==> config.mk <==
export PLATFORM = sky130hd
export DESIGN_NAME = ahb_lite_timer_irq_flat
export DESIGN_NICKNAME = d
export VERILOG_FILES = /design/src/rtl/ahb_lite_timer_irq_pkg.sv /design/src/rtl/ahb_lite_timer_irq_if.sv /design/src/rtl/ahb_lite_timer_irq_slave_if.sv /design/src/rtl/ahb_lite_timer_irq.sv /design/src/flat_wrapper.sv
export SDC_FILE = /design/constraint.sdc
export NUM_CORES = 1
export LEC_CHECK = 0
export CORE_ASPECT_RATIO = 1.75
export CORE_MARGIN = 2
export CORE_UTILIZATION = 50
export CTS_CLUSTER_DIAMETER = 60
export DETAILED_ROUTE_END_ITERATION = 8
export GPL_TIMING_DRIVEN = 0
export PLACE_DENSITY_LB_ADDON = 0.3
export SLEW_MARGIN = 15
export SYNTH_ARGS = -nofsm -noshare
export SYNTH_HDL_FRONTEND = slang
export SYNTH_SLANG_ARGS = --single-unit
==> constraint.sdc <==
create_clock -name HCLK -period 3.24 [get_ports HCLK]
set_input_delay 0.486 -clock HCLK [delete_from_list [all_inputs] [get_ports HCLK]]
set_output_delay 0.486 -clock HCLK [all_outputs]
set_load 0.02 [all_outputs]
==> src/rtl/ahb_lite_timer_irq_pkg.sv <==
// ahb_lite_timer_irq_pkg
// Shared constants for the AHB-Lite timer: register word offsets (HADDR[4:2]),
// CTRL bit positions, HTRANS encodings and the only accepted transfer size.
package ahb_lite_timer_irq_pkg;

  // Register offsets, as word indices taken from HADDR[4:2].
  localparam logic [2:0] TMR_CTRL_OFS     = 3'd0;  // 0x00
  localparam logic [2:0] TMR_VALUE_OFS    = 3'd1;  // 0x04
  localparam logic [2:0] TMR_RELOAD_OFS   = 3'd2;  // 0x08
  localparam logic [2:0] TMR_INTSTAT_OFS  = 3'd3;  // 0x0C
  localparam logic [2:0] TMR_PRESCALE_OFS = 3'd4;  // 0x10, prescaler build only

  // CTRL register bit positions.
  localparam int CTRL_ENABLE_BIT      = 0;
  localparam int CTRL_IRQ_EN_BIT      = 1;
  localparam int CTRL_AUTO_RELOAD_BIT = 2;

  typedef enum logic [1:0] {
    HTRANS_IDLE   = 2'b00,
    HTRANS_BUSY   = 2'b01,
    HTRANS_NONSEQ = 2'b10,
    HTRANS_SEQ    = 2'b11
  } htrans_e;

  // Registers are 32 bits wide; only word transfers reach them.
  localparam logic [2:0] HSIZE_WORD = 3'b010;

endpackage

==> src/rtl/ahb_lite_timer_irq_if.sv <==
// ahb_lite_timer_irq_if
// AHB-Lite bus bundle between a master (or interconnect) and the timer slave.
//   master modport: drives HSEL, HADDR, HTRANS, HWRITE, HSIZE, HWDATA, HREADY;
//                   receives HREADYOUT, HRESP, HRDATA.
//   slave modport : the mirror image.
// HCLK / HRESETn are not part of the bundle; they are plain module ports.
interface ahb_lite_timer_irq_if #(
  parameter int ADDR_W = 12
);
  logic              HSEL;
  logic [ADDR_W-1:0] HADDR;
  logic [1:0]        HTRANS;
  logic              HWRITE;
  logic [2:0]        HSIZE;
  logic [31:0]       HWDATA;
  logic              HREADY;
  logic              HREADYOUT;
  logic              HRESP;
  logic [31:0]       HRDATA;

  modport master (
    output HSEL, HADDR, HTRANS, HWRITE, HSIZE, HWDATA, HREADY,
    input  HREADYOUT, HRESP, HRDATA
  );

  modport slave (
    input  HSEL, HADDR, HTRANS, HWRITE, HSIZE, HWDATA, HREADY,
    output HREADYOUT, HRESP, HRDATA
  );
endinterface

==> src/rtl/ahb_lite_timer_irq_slave_if.sv <==
// ahb_lite_slave_if
// AHB-Lite address-phase capture for a zero-wait-state slave. A transfer is
// accepted when HSEL & HREADY & HTRANS[1]; its direction, word offset and
// size check are held for the following data phase.
// Ports:
//   HCLK, HRESETn      clock, async active-low reset
//   hsel..hready       address-phase bus inputs
//   wr_en              write data phase completing this cycle (word size only)
//   rd_en              read data phase in progress this cycle
//   offset             registered HADDR[4:2]
//   size_ok            registered HSIZE == word
module ahb_lite_slave_if
  import ahb_lite_timer_irq_pkg::*;
#(
  parameter int ADDR_W = 12
) (
  input  logic              HCLK,
  input  logic              HRESETn,
  input  logic              hsel,
  input  logic [ADDR_W-1:0] haddr,
  input  logic [1:0]        htrans,
  input  logic              hwrite,
  input  logic [2:0]        hsize,
  input  logic              hready,
  output logic              wr_en,
  output logic              rd_en,
  output logic [2:0]        offset,
  output logic              size_ok
);

  logic accept;
  logic wr_pend;
  logic rd_pend;
  logic unused_haddr;

  assign accept = hsel & hready & htrans[1];

  // Only the word offset is decoded; the remaining address bits are ignored.
  assign unused_haddr = ^{haddr[ADDR_W-1:5], haddr[1:0]};

  // NOTE: clocked state is updated with non-blocking assignments so every
  // flop samples the pre-edge values regardless of statement order.
  always_ff @(posedge HCLK or negedge HRESETn) begin
    if (!HRESETn) begin
      wr_pend <= 1'b0;
      rd_pend <= 1'b0;
      offset  <= '0;
      size_ok <= 1'b0;
    end else if (hready) begin
      wr_pend <= accept & hwrite;
      rd_pend <= accept & ~hwrite;
      if (accept) begin
        offset  <= haddr[4:2];
        size_ok <= (hsize == HSIZE_WORD);
      end
    end
  end

  // Narrow writes are dropped silently; reads ignore size.
  assign wr_en = wr_pend & size_ok & hready;
  assign rd_en = rd_pend;

endmodule

==> src/rtl/ahb_lite_timer_irq.sv <==
// ahb_lite_timer_irq
// Zero-wait-state AHB-Lite timer: 32-bit down-counter with reload, one-shot or
// auto-reload mode and a level interrupt.
// Ports:
//   HCLK, HRESETn  clock, async active-low reset
//   bus            AHB-Lite slave bundle (HREADYOUT=1, HRESP=0 always)
//   TIMER_IRQ      INTSTAT & IRQ_EN, from flops only
// Registers: 0x00 CTRL{AUTO_RELOAD,IRQ_EN,ENABLE}, 0x04 VALUE, 0x08 RELOAD,
//            0x0C INTSTAT (W1C), 0x10 PRESCALE (prescaler build only).
// Build option: define AHB_TIMER_PRESCALER_EN to add the 8-bit prescaler;
// otherwise the counter ticks every cycle while enabled.
module ahb_lite_timer_irq
  import ahb_lite_timer_irq_pkg::*;
#(
  parameter int          ADDR_W       = 12,
  parameter logic [31:0] RESET_RELOAD = 32'h0000_0000
) (
  input  logic                 HCLK,
  input  logic                 HRESETn,
  ahb_lite_timer_irq_if.slave  bus,
  output logic                 TIMER_IRQ
);

  logic        wr_en, rd_en, size_ok;
  logic [2:0]  offset;
  logic        ctrl_enable, ctrl_irq_en, ctrl_auto_reload;
  logic [31:0] value_q, value_d, reload_q;
  logic        intstat_q;
  logic        tick, hw_set, hw_stop;
  logic        wr_ctrl, wr_value, wr_reload, wr_intstat;
  logic [31:0] rdata;

  ahb_lite_slave_if #(.ADDR_W(ADDR_W)) u_slave_if (
    .HCLK    (HCLK),
    .HRESETn (HRESETn),
    .hsel    (bus.HSEL),
    .haddr   (bus.HADDR),
    .htrans  (bus.HTRANS),
    .hwrite  (bus.HWRITE),
    .hsize   (bus.HSIZE),
    .hready  (bus.HREADY),
    .wr_en   (wr_en),
    .rd_en   (rd_en),
    .offset  (offset),
    .size_ok (size_ok)
  );

  assign wr_ctrl    = wr_en && (offset == TMR_CTRL_OFS);
  assign wr_value   = wr_en && (offset == TMR_VALUE_OFS);
  assign wr_reload  = wr_en && (offset == TMR_RELOAD_OFS);
  assign wr_intstat = wr_en && (offset == TMR_INTSTAT_OFS);

`ifdef AHB_TIMER_PRESCALER_EN
  logic [7:0] prescale_q;
  logic [7:0] pcnt_q;
  logic       wr_prescale;

  assign wr_prescale = wr_en && (offset == TMR_PRESCALE_OFS);
  assign tick        = ctrl_enable && (pcnt_q == prescale_q);

  always_ff @(posedge HCLK or negedge HRESETn) begin
    if (!HRESETn) begin
      prescale_q <= '0;
      pcnt_q     <= '0;
    end else begin
      if (wr_prescale) prescale_q <= bus.HWDATA[7:0];
      // Idle while disabled so a fresh enable always waits a full period.
      if (wr_prescale || !ctrl_enable || tick) pcnt_q <= '0;
      else                                     pcnt_q <= pcnt_q + 8'd1;
    end
  end
`else
  assign tick = ctrl_enable;
`endif

  // Counter next state. A VALUE write swallows that cycle's tick entirely,
  // so neither a decrement nor an interrupt can sneak in alongside it.
  // NOTE: every always_comb output gets a default first, so no path leaves
  // it unassigned and no latch is inferred.
  always_comb begin
    value_d = value_q;
    hw_set  = 1'b0;
    hw_stop = 1'b0;
    if (wr_value) begin
      value_d = bus.HWDATA;
    end else if (tick) begin
      if (value_q > 32'd1) begin
        value_d = value_q - 32'd1;
      end else if (value_q == 32'd1) begin
        hw_set = 1'b1;
        if (ctrl_auto_reload) begin
          value_d = reload_q;  // pre-write RELOAD, even if it is being written now
        end else begin
          value_d = '0;
          hw_stop = 1'b1;
        end
      end else if (ctrl_auto_reload) begin
        value_d = reload_q;    // parked at zero: reload silently
      end
    end
  end

  always_ff @(posedge HCLK or negedge HRESETn) begin
    if (!HRESETn) begin
      ctrl_enable      <= 1'b0;
      ctrl_irq_en      <= 1'b0;
      ctrl_auto_reload <= 1'b0;
      value_q          <= '0;
      reload_q         <= RESET_RELOAD;
      intstat_q        <= 1'b0;
    end else begin
      value_q <= value_d;
      if (wr_ctrl) begin
        ctrl_enable      <= bus.HWDATA[CTRL_ENABLE_BIT];
        ctrl_irq_en      <= bus.HWDATA[CTRL_IRQ_EN_BIT];
        ctrl_auto_reload <= bus.HWDATA[CTRL_AUTO_RELOAD_BIT];
      end else if (hw_stop) begin
        ctrl_enable <= 1'b0;
      end
      if (wr_reload) reload_q <= bus.HWDATA;
      // Hardware set beats a simultaneous W1C so no expiry is lost.
      if (hw_set)                          intstat_q <= 1'b1;
      else if (wr_intstat && bus.HWDATA[0]) intstat_q <= 1'b0;
    end
  end

  always_comb begin
    rdata = '0;
    if (rd_en) begin
      case (offset)
        TMR_CTRL_OFS: begin
          rdata[CTRL_ENABLE_BIT]      = ctrl_enable;
          rdata[CTRL_IRQ_EN_BIT]      = ctrl_irq_en;
          rdata[CTRL_AUTO_RELOAD_BIT] = ctrl_auto_reload;
        end
        TMR_VALUE_OFS:    rdata = value_q;
        TMR_RELOAD_OFS:   rdata = reload_q;
        TMR_INTSTAT_OFS:  rdata[0] = intstat_q;
`ifdef AHB_TIMER_PRESCALER_EN
        TMR_PRESCALE_OFS: rdata[7:0] = prescale_q;
`endif
        default:          rdata = '0;
      endcase
    end
  end

  assign bus.HRDATA    = rdata;
  assign bus.HREADYOUT = 1'b1;
  assign bus.HRESP     = 1'b0;
  assign TIMER_IRQ     = intstat_q & ctrl_irq_en;

  // Write acceptance is already folded into wr_en.
  logic unused_size_ok;
  assign unused_size_ok = size_ok;

endmodule

==> src/flat_wrapper.sv <==
// flat-port wrapper written by rule: the top's interface ports become plain ports
module ahb_lite_timer_irq_flat import ahb_lite_timer_irq_pkg::*;
#(
  parameter int          ADDR_W       = 12,
  parameter logic [31:0] RESET_RELOAD = 32'h0000_0000
)
  (HCLK, HRESETn, TIMER_IRQ, bus_HSEL, bus_HADDR, bus_HTRANS, bus_HWRITE, bus_HSIZE, bus_HWDATA, bus_HREADY, bus_HREADYOUT, bus_HRESP, bus_HRDATA);
  ahb_lite_timer_irq_if #(.ADDR_W(ADDR_W)) bus_i ();
  input  logic HCLK;
  input  logic HRESETn;
  output logic TIMER_IRQ;
  input wire logic [$bits(bus_i.HSEL)-1:0] bus_HSEL;
  input wire logic [$bits(bus_i.HADDR)-1:0] bus_HADDR;
  input wire logic [$bits(bus_i.HTRANS)-1:0] bus_HTRANS;
  input wire logic [$bits(bus_i.HWRITE)-1:0] bus_HWRITE;
  input wire logic [$bits(bus_i.HSIZE)-1:0] bus_HSIZE;
  input wire logic [$bits(bus_i.HWDATA)-1:0] bus_HWDATA;
  input wire logic [$bits(bus_i.HREADY)-1:0] bus_HREADY;
  output wire logic [$bits(bus_i.HREADYOUT)-1:0] bus_HREADYOUT;
  output wire logic [$bits(bus_i.HRESP)-1:0] bus_HRESP;
  output wire logic [$bits(bus_i.HRDATA)-1:0] bus_HRDATA;
  assign bus_i.HSEL = bus_HSEL;
  assign bus_i.HADDR = bus_HADDR;
  assign bus_i.HTRANS = bus_HTRANS;
  assign bus_i.HWRITE = bus_HWRITE;
  assign bus_i.HSIZE = bus_HSIZE;
  assign bus_i.HWDATA = bus_HWDATA;
  assign bus_i.HREADY = bus_HREADY;
  assign bus_HREADYOUT = bus_i.HREADYOUT;
  assign bus_HRESP = bus_i.HRESP;
  assign bus_HRDATA = bus_i.HRDATA;
  ahb_lite_timer_irq #(.ADDR_W(ADDR_W), .RESET_RELOAD(RESET_RELOAD)) u_core (.HCLK(HCLK), .HRESETn(HRESETn), .bus(bus_i), .TIMER_IRQ(TIMER_IRQ));
endmodule
==> results of run 1 <==
==> area by class of cell <==
cell class,count,area share
Buffer,45,0.0353
Clock buffer,11,0.0410
Clock inverter,5,0.00995
Inverter,10,0.00609
Multi-Input combinational cell,403,0.454
Sequential cell,74,0.301
Tap cell,122,0.0248
Timing Repair Buffer,77,0.128
==> worst max-delay path, delay by kind of cell, from the launching register on <==
kind	cells	cell delay, ns
AOI/OAI and AO/OA	1	0.13
buffers and inverters	4	1.41
DFF	1	0.31
and+or+nand+nor	2	0.42
==> cell usage after synthesis (3+ instances only) <==
library cell and instances:
mux2i_1 4, nor4_2 4, nor4_1 10, nand4_1 8, a21oi_1 11, a2bb2oi_1 4, dfrtp_1 74, a22oi_1 32
xnor2_1 8, mux2_2 47, buf_4 3, o31ai_1 6, o21ai_1 5, and2_1 8, or4_1 5, o22ai_1 3
nand3_1 22, and4_1 3, a32oi_1 5, buf_2 14, o21ai_0 14, nor2_1 49, inv_1 10, o211ai_1 13
buf_1 3, nor3_1 18, nor2b_1 4, nor3b_1 5, nand2b_1 5, o31a_1 5, nand2_1 43, xor2_1 7
or3_1 4, a31oi_1 15, clkbuf_1 26
==> path summary, 6_finish.rpt <==
| check | to | cells after the start |
|---|---|---|
| worst max-delay path | bus_HRDATA[22] | 7 |
| worst min-delay path | u_core.intstat_q$_DFFE_PN0P_ | 1 |
| worst max register to register | u_core.value_q[14]$_DFFE_PN0P_ | 8 |
| worst min register to register | u_core.u_slave_if.size_ok$_DFFE_PN0P_ | 2 |
| max in group asynchronous | u_core.reload_q[11]$_DFFE_PN0P_ | 2 |
| min in group HCLK | u_core.u_slave_if.size_ok$_DFFE_PN0P_ | 2 |
==> cell families after synthesis <==
family	count (synthesis)	synth area share
adder cells (fa/ha/maj)	2	0.00511
AO/OA/AOI/OAI	132	0.195
multiplexers	52	0.121
other	2	0.00153
XOR/XNOR	15	0.0268
buffers and inverters	57	0.0511
flip-flops	74	0.378
AND/OR/NAND/NOR	200	0.221
==> layer usage <==
metal  vias to the layer above  global-route usage  wire (um)
li1                       2173                   -          -
met1                      2373               0.364       5910
met2                       259               0.547       8270
met3                        57              0.0548       1090
met4                         0               0.166        806
met5                         -                   0          0
==> power by group through the flow <==
stage	logic, uW	registers (uW)	clock network [uW]
after CTS	1650	1300	1060
after floorplan	1220	1250	0
final	1680	1310	1050
after global placement	1590	1300	0
after global routing	1820	1330	1100
after detailed placement	1640	1310	0
==> through the flow <==
step,TNS (ns),instances,worst slack [ns],hold slack (ns),instance area (um2)
6_report,0,747,0.144,0.0388,6160
5_1_grt,-0.103,747,-0.0361,0.0614,6160
4_1_cts,0,748,0.0667,0.0514,6150
3_5_place_dp,-1.24,733,-0.150,0.411,5830
3_3_place_gp,-70.81,732,-0.950,0.464,5810
2_1_floorplan,0,534,0.826,0.190,4890
==> registers in the layout (all words and copies together), names as in the netlist <==
name,flops
u_core.u_slave_if.size_ok,1
u_core.intstat_q,1
u_core.ctrl_enable,1
u_core.u_slave_if.wr_pend,1
u_core.value_q,32
u_core.ctrl_irq_en,1
u_core.u_slave_if.rd_en,1
u_core.ctrl_auto_reload,1
u_core.reload_q,32
u_core.u_slave_if.offset,3
==> impl_metrics.json, run 1 <==
{
  "path_cells": "buf_2, nor3b_1, clkbuf_4, clkbuf_2, a22oi_1, nor2_1, clkdlybuf4s50_1",
  "synth_fp_nets": 590,
  "pwr-share-clk": 0.260,
  "wl_per_cell_um": 21.5,
  "arrival_ns": 2.61,
  "cap_violations": 0,
  "diodes": 0,
  "insertion_delay_ns": 0.34,
  "ioPinCount": 89,
  "ys_warn_count": 0,
  "die_h_um": 135,
  "layout_common_cells": "clkdlybuf4s50_1, dfrtp_1, nor2_1",
  "grt_max_degree": 53,
  "clk_pin_slew_ns": 0.06,
  "vias": 4862,
  "power_switching_uw": 1640,
  "clock_skew_ns": 0.00702,
  "ys_ff_latch": 74,
  "power.internal_uw": 2400,
  "netlist_top_cells_area": "dfrtp_1, mux2_2, a22oi_1",
  "die_area_um2": 10600,
  "synth_top_area_cell": "dfrtp_1",
  "area_delta_synth_final_pct": 25.9,
  "leakagePower_uw": 0.00241,
  "cts-root-buf": "clkbuf_16",
  "final_hold_viol_count": 0,
  "syn_area_um2": 4890,
  "die_w_um": 78.8,
  "worstReg2RegStart": "u_core.value_q[0]$_DFFE_PN0P_",
  "grt_pass1_wl_um": 25600,
  "seq_area_um2": 1850,
  "nets": 676,
  "gp_congestion": 0.954,
  "antenna_found_initial": 0,
  "syn_inst": 534,
  "gr-total-overflow": 0,
  "rows": 47,
  "tritoncts_num_sinks": 74,
  "timing.fmax_ghz": 0.323,
  "io_buffers": 76,
  "drc": 0,
  "async_flop_share": 1.00,
  "slew_violations": 0,
  "post_cts_resized": 6,
  "numCtsBuffers": 9,
  "synth_edf_count": 0,
  "cp.required_ns": 2.75,
  "slowest_delay_ns": 0.62,
  "start_kind": "flip-flop",
  "end_kind": "primary output",
  "num-fill-cells": 781,
  "status": "complete, no violations",
  "hold_path.class": "in -> async",
  "fp.coreArea_um2": 9470,
  "synthDistinctLibCells": 63,
  "r2r_slack_ns": 0.18,
  "firstDrtPassIters": 5,
  "yosys.area.top_type_share": 0.378,
  "yosysSeqAreaShare": 0.378,
  "power.total_uw": 4030,
  "max_slew_margin": 0.338,
  "switching_share": 0.406,
  "track_usage": 0.315,
  "setup_viol": 0,
  "cp-startpoint": "u_core.u_slave_if.offset[0]$_DFFE_PN0P_",
  "pwr-share-seq": 0.324,
  "drt-vias-per-instance": 6.51,
  "cts_buffer_depth": 2,
  "finalCoreUtilization": 0.651,
  "multiInputGateArea_um2": 2800,
  "ys.flop_type": "dfrtp_1",
  "crit_fanout": 10,
  "final.period_utilization": 0.956,
  "worstMarginPinSlew_ns": 0.984,
  "cellPowerDensity_nw_per_um2": 655,
  "drive_gt1_frac": 0.170,
  "crit_slowest_cell": "clkdlybuf4s50_1",
  "peakVddDrop_uv": 439,
  "hpwl_um": 11500,
  "post_cts_buffers": 0,
  "ant_nets": 0,
  "grt_pass1_vias": 4946,
  "finalCriticalPeriod_ns": 3.10,
  "routed_wirelength_um": 16100,
  "p_comb_frac": 0.416,
  "initial_utilization": 0.517,
  "cts_tree": "built",
  "critical_path_class": "reg -> out",
  "drtIter0Drc": 383,
  "final_common_cell": "clkdlybuf4s50_1",
  "avgSynthCellArea_um2": 9.16,
  "cts_hold_buf": 0,
  "h-tree-depth": 3
}
No activity file was read; power rests on OpenSTA's default activity.
==> run 2: changes to the inputs <==
Settings changed: CORE_ASPECT_RATIO 1.75 to unset, CORE_MARGIN 2 to unset, PLACE_DENSITY set to 0.75, PLACE_DENSITY_LB_ADDON 0.3 to unset.
==> run 2 against run 1 <==
Effect of this change: sequential power about the same; via count shrank 0.97%; final area is 1.1% lower; highest routed layer unchanged; worst setup slack got worse by 0.0056 ns; critical endpoint unchanged; utilization hardly changed; critical path type unchanged; power down 4.5%; register-to-register slack improved by 0.02 ns; first-iteration DRC count is 1.6% lower; clock-buffer cell count did not move; maximum frequency decreased by 0.18%; global-route usage up 2.2 points.
==> impl_metrics.json, run 2 (synthesis gave the netlist of run 1 again) <==
{
  "post_cts_buffers": 0,
  "grt_pass1_vias": 4846,
  "leakagePower_uw": 0.00238,
  "cp_top_family": "buffers and inverters",
  "place_ws_ns": -0.248,
  "gr-total-overflow": 0,
  "ant_nets": 0,
  "cts_hold_buf": 0,
  "area_delta_synth_final_pct": 24.5,
  "cp.required_ns": 2.75,
  "drtIter0Drc": 377,
  "gr-usage-met2": 0.521,
  "h-tree-depth": 3,
  "largestRegisters": "u_core.reload_q x32, u_core.value_q x32, u_core.u_slave_if.offset x3",
  "post_cts_resized": 7,
  "vias": 4815,
  "max_slew_margin": 0.257,
  "antenna_found_initial": 0,
  "cts_tree": "built",
  "diodes": 0,
  "hold_path.class": "in -> async",
  "holdWs_ns": 0.0623,
  "busiest_layer": "met2",
  "r2r_slack_ns": 0.20,
  "clk_pin_slew_ns": 0.08,
  "path_cells": "buf_2, nor2b_2, nor2b_2, buf_4, clkbuf_4, a22oi_1, nor2_1, clkdlybuf4s50_1",
  "crit_top_cell": "nor2b_2",
  "slew_violations": 0,
  "finalCriticalPeriod_ns": 3.10,
  "clock_skew_ns": 0.00913,
  "ioPinCount": 89,
  "final_hold_viol_count": 0,
  "start_kind": "flip-flop",
  "firstDrtPassIters": 5,
  "track_usage": 0.337,
  "drc": 0,
  "gp_congestion": 0.932,
  "hpwl_um": 11200,
  "arrival_ns": 2.62,
  "drt-vias-per-instance": 6.39,
  "die_area_um2": 10200,
  "cellPowerDensity_nw_per_um2": 632,
  "cts_buffer_depth": 2,
  "tritoncts_num_sinks": 74,
  "slowest_delay_ns": 0.62,
  "die_w_um": 101,
  "use_met1": 0.462,
  "crit_slowest_cell": "clkdlybuf4s50_1",
  "nets": 677,
  "fp.coreArea_um2": 9370,
  "routed_wirelength_um": 16100,
  "cap_violations": 0,
  "end_kind": "primary output",
  "crit_fanout": 10,
  "critical_path_class": "reg -> out",
  "final.period_utilization": 0.957,
  "layout_common_cells": "clkdlybuf4s50_1, dfrtp_1, nor2_1",
  "initial_utilization": 0.522,
  "worstMarginPinSlew_ns": 1.10,
  "cp_num_buf_inv": 4,
  "drive_gt1_frac": 0.171,
  "peakVddDrop_uv": 360,
  "status": "complete, no violations",
  "layout_setup_ws_ns": 0.138,
  "wl_per_cell_um": 21.3,
  "grt_pass1_wl_um": 26000,
  "numCtsBuffers": 9,
  "timing.fmax_ghz": 0.322,
  "insertion_delay_ns": 0.36,
  "gr-usage-met3": 0.0624,
  "io_buffers": 76,
  "final_common_cell": "clkdlybuf4s50_1",
  "die_h_um": 101,
  "finalCoreUtilization": 0.650,
  "setup_viol": 0,
  "cts-root-buf": "clkbuf_8",
  "num-fill-cells": 828,
  "grt_max_degree": 44,
  "rows": 35
}
-- run 2: cell count changes in the layout (fill, tap and decap cells not counted), sizes merged --
cell / change
clkinvlp: -3
buf: +1
bufinv: +1
clkinv: +1
-- run 2: worst paths after layout --
path / from / cells past startpoint / end
max: u_core.u_slave_if.offset[0]$_DFFE_PN0P_ / 8 / bus_HRDATA[22]
min: HRESETn / 1 / u_core.value_q[25]$_DFFE_PN0P_
max reg2reg: u_core.value_q[0]$_DFFE_PN0P_ / 8 / u_core.value_q[14]$_DFFE_PN0P_
min reg2reg: u_core.u_slave_if.size_ok$_DFFE_PN0P_ / 2 / u_core.u_slave_if.size_ok$_DFFE_PN0P_
max in group asynchronous: HRESETn / 2 / u_core.reload_q[7]$_DFFE_PN0P_
min in group HCLK: u_core.u_slave_if.size_ok$_DFFE_PN0P_ / 2 / u_core.u_slave_if.size_ok$_DFFE_PN0P_
-- run 2: final cells by class --
class | instances | area (um2) | area share
multi-input combinational | 403 | 2810 | 0.461
sequential | 74 | 1850 | 0.304
timing repair buffer | 77 | 786 | 0.129
buffer | 46 | 224 | 0.0368
tap | 129 | 161 | 0.0265
clock buffer | 11 | 151 | 0.0248
clock inverter | 4 | 73.8 | 0.0121
inverter | 10 | 37.5 | 0.00616
-- run 2: metrics by stage --
stage                     total power [uW]  cell area (um2)  setup TNS (ns)  std cells
final                                 3850             6090               0        754
after global routing                  4070             6090         -0.0157        754
after CTS                             3800             6070               0        754
after detailed placement              2960             5840           -2.10        740
after global placement                2910             5820          -72.14        739
after floorplan                       2480             4890               0        534
-- run 2: layer usage --
| layer | vias up | wire, um |
|---|---|---|
| met5 | - | 0 |
| met3 | 49 | 1340 |
| met2 | 278 | 7430 |
| met4 | 0 | 589 |
| li1 | 2161 | - |
| met1 | 2327 | 6710 |
-- run 2: report_power, final --
| group | switching (uW) | total [uW] | leakage (uW) | internal (uW) |
|---|---|---|---|---|
| Sequential | 229 | 1310 | 0.000998 | 1090 |
| Clock | 365 | 838 | 0.000116 | 473 |
| Combinational | 1020 | 1700 | 0.00127 | 672 |
| Total | 1620 | 3850 | 0.00238 | 2230 |
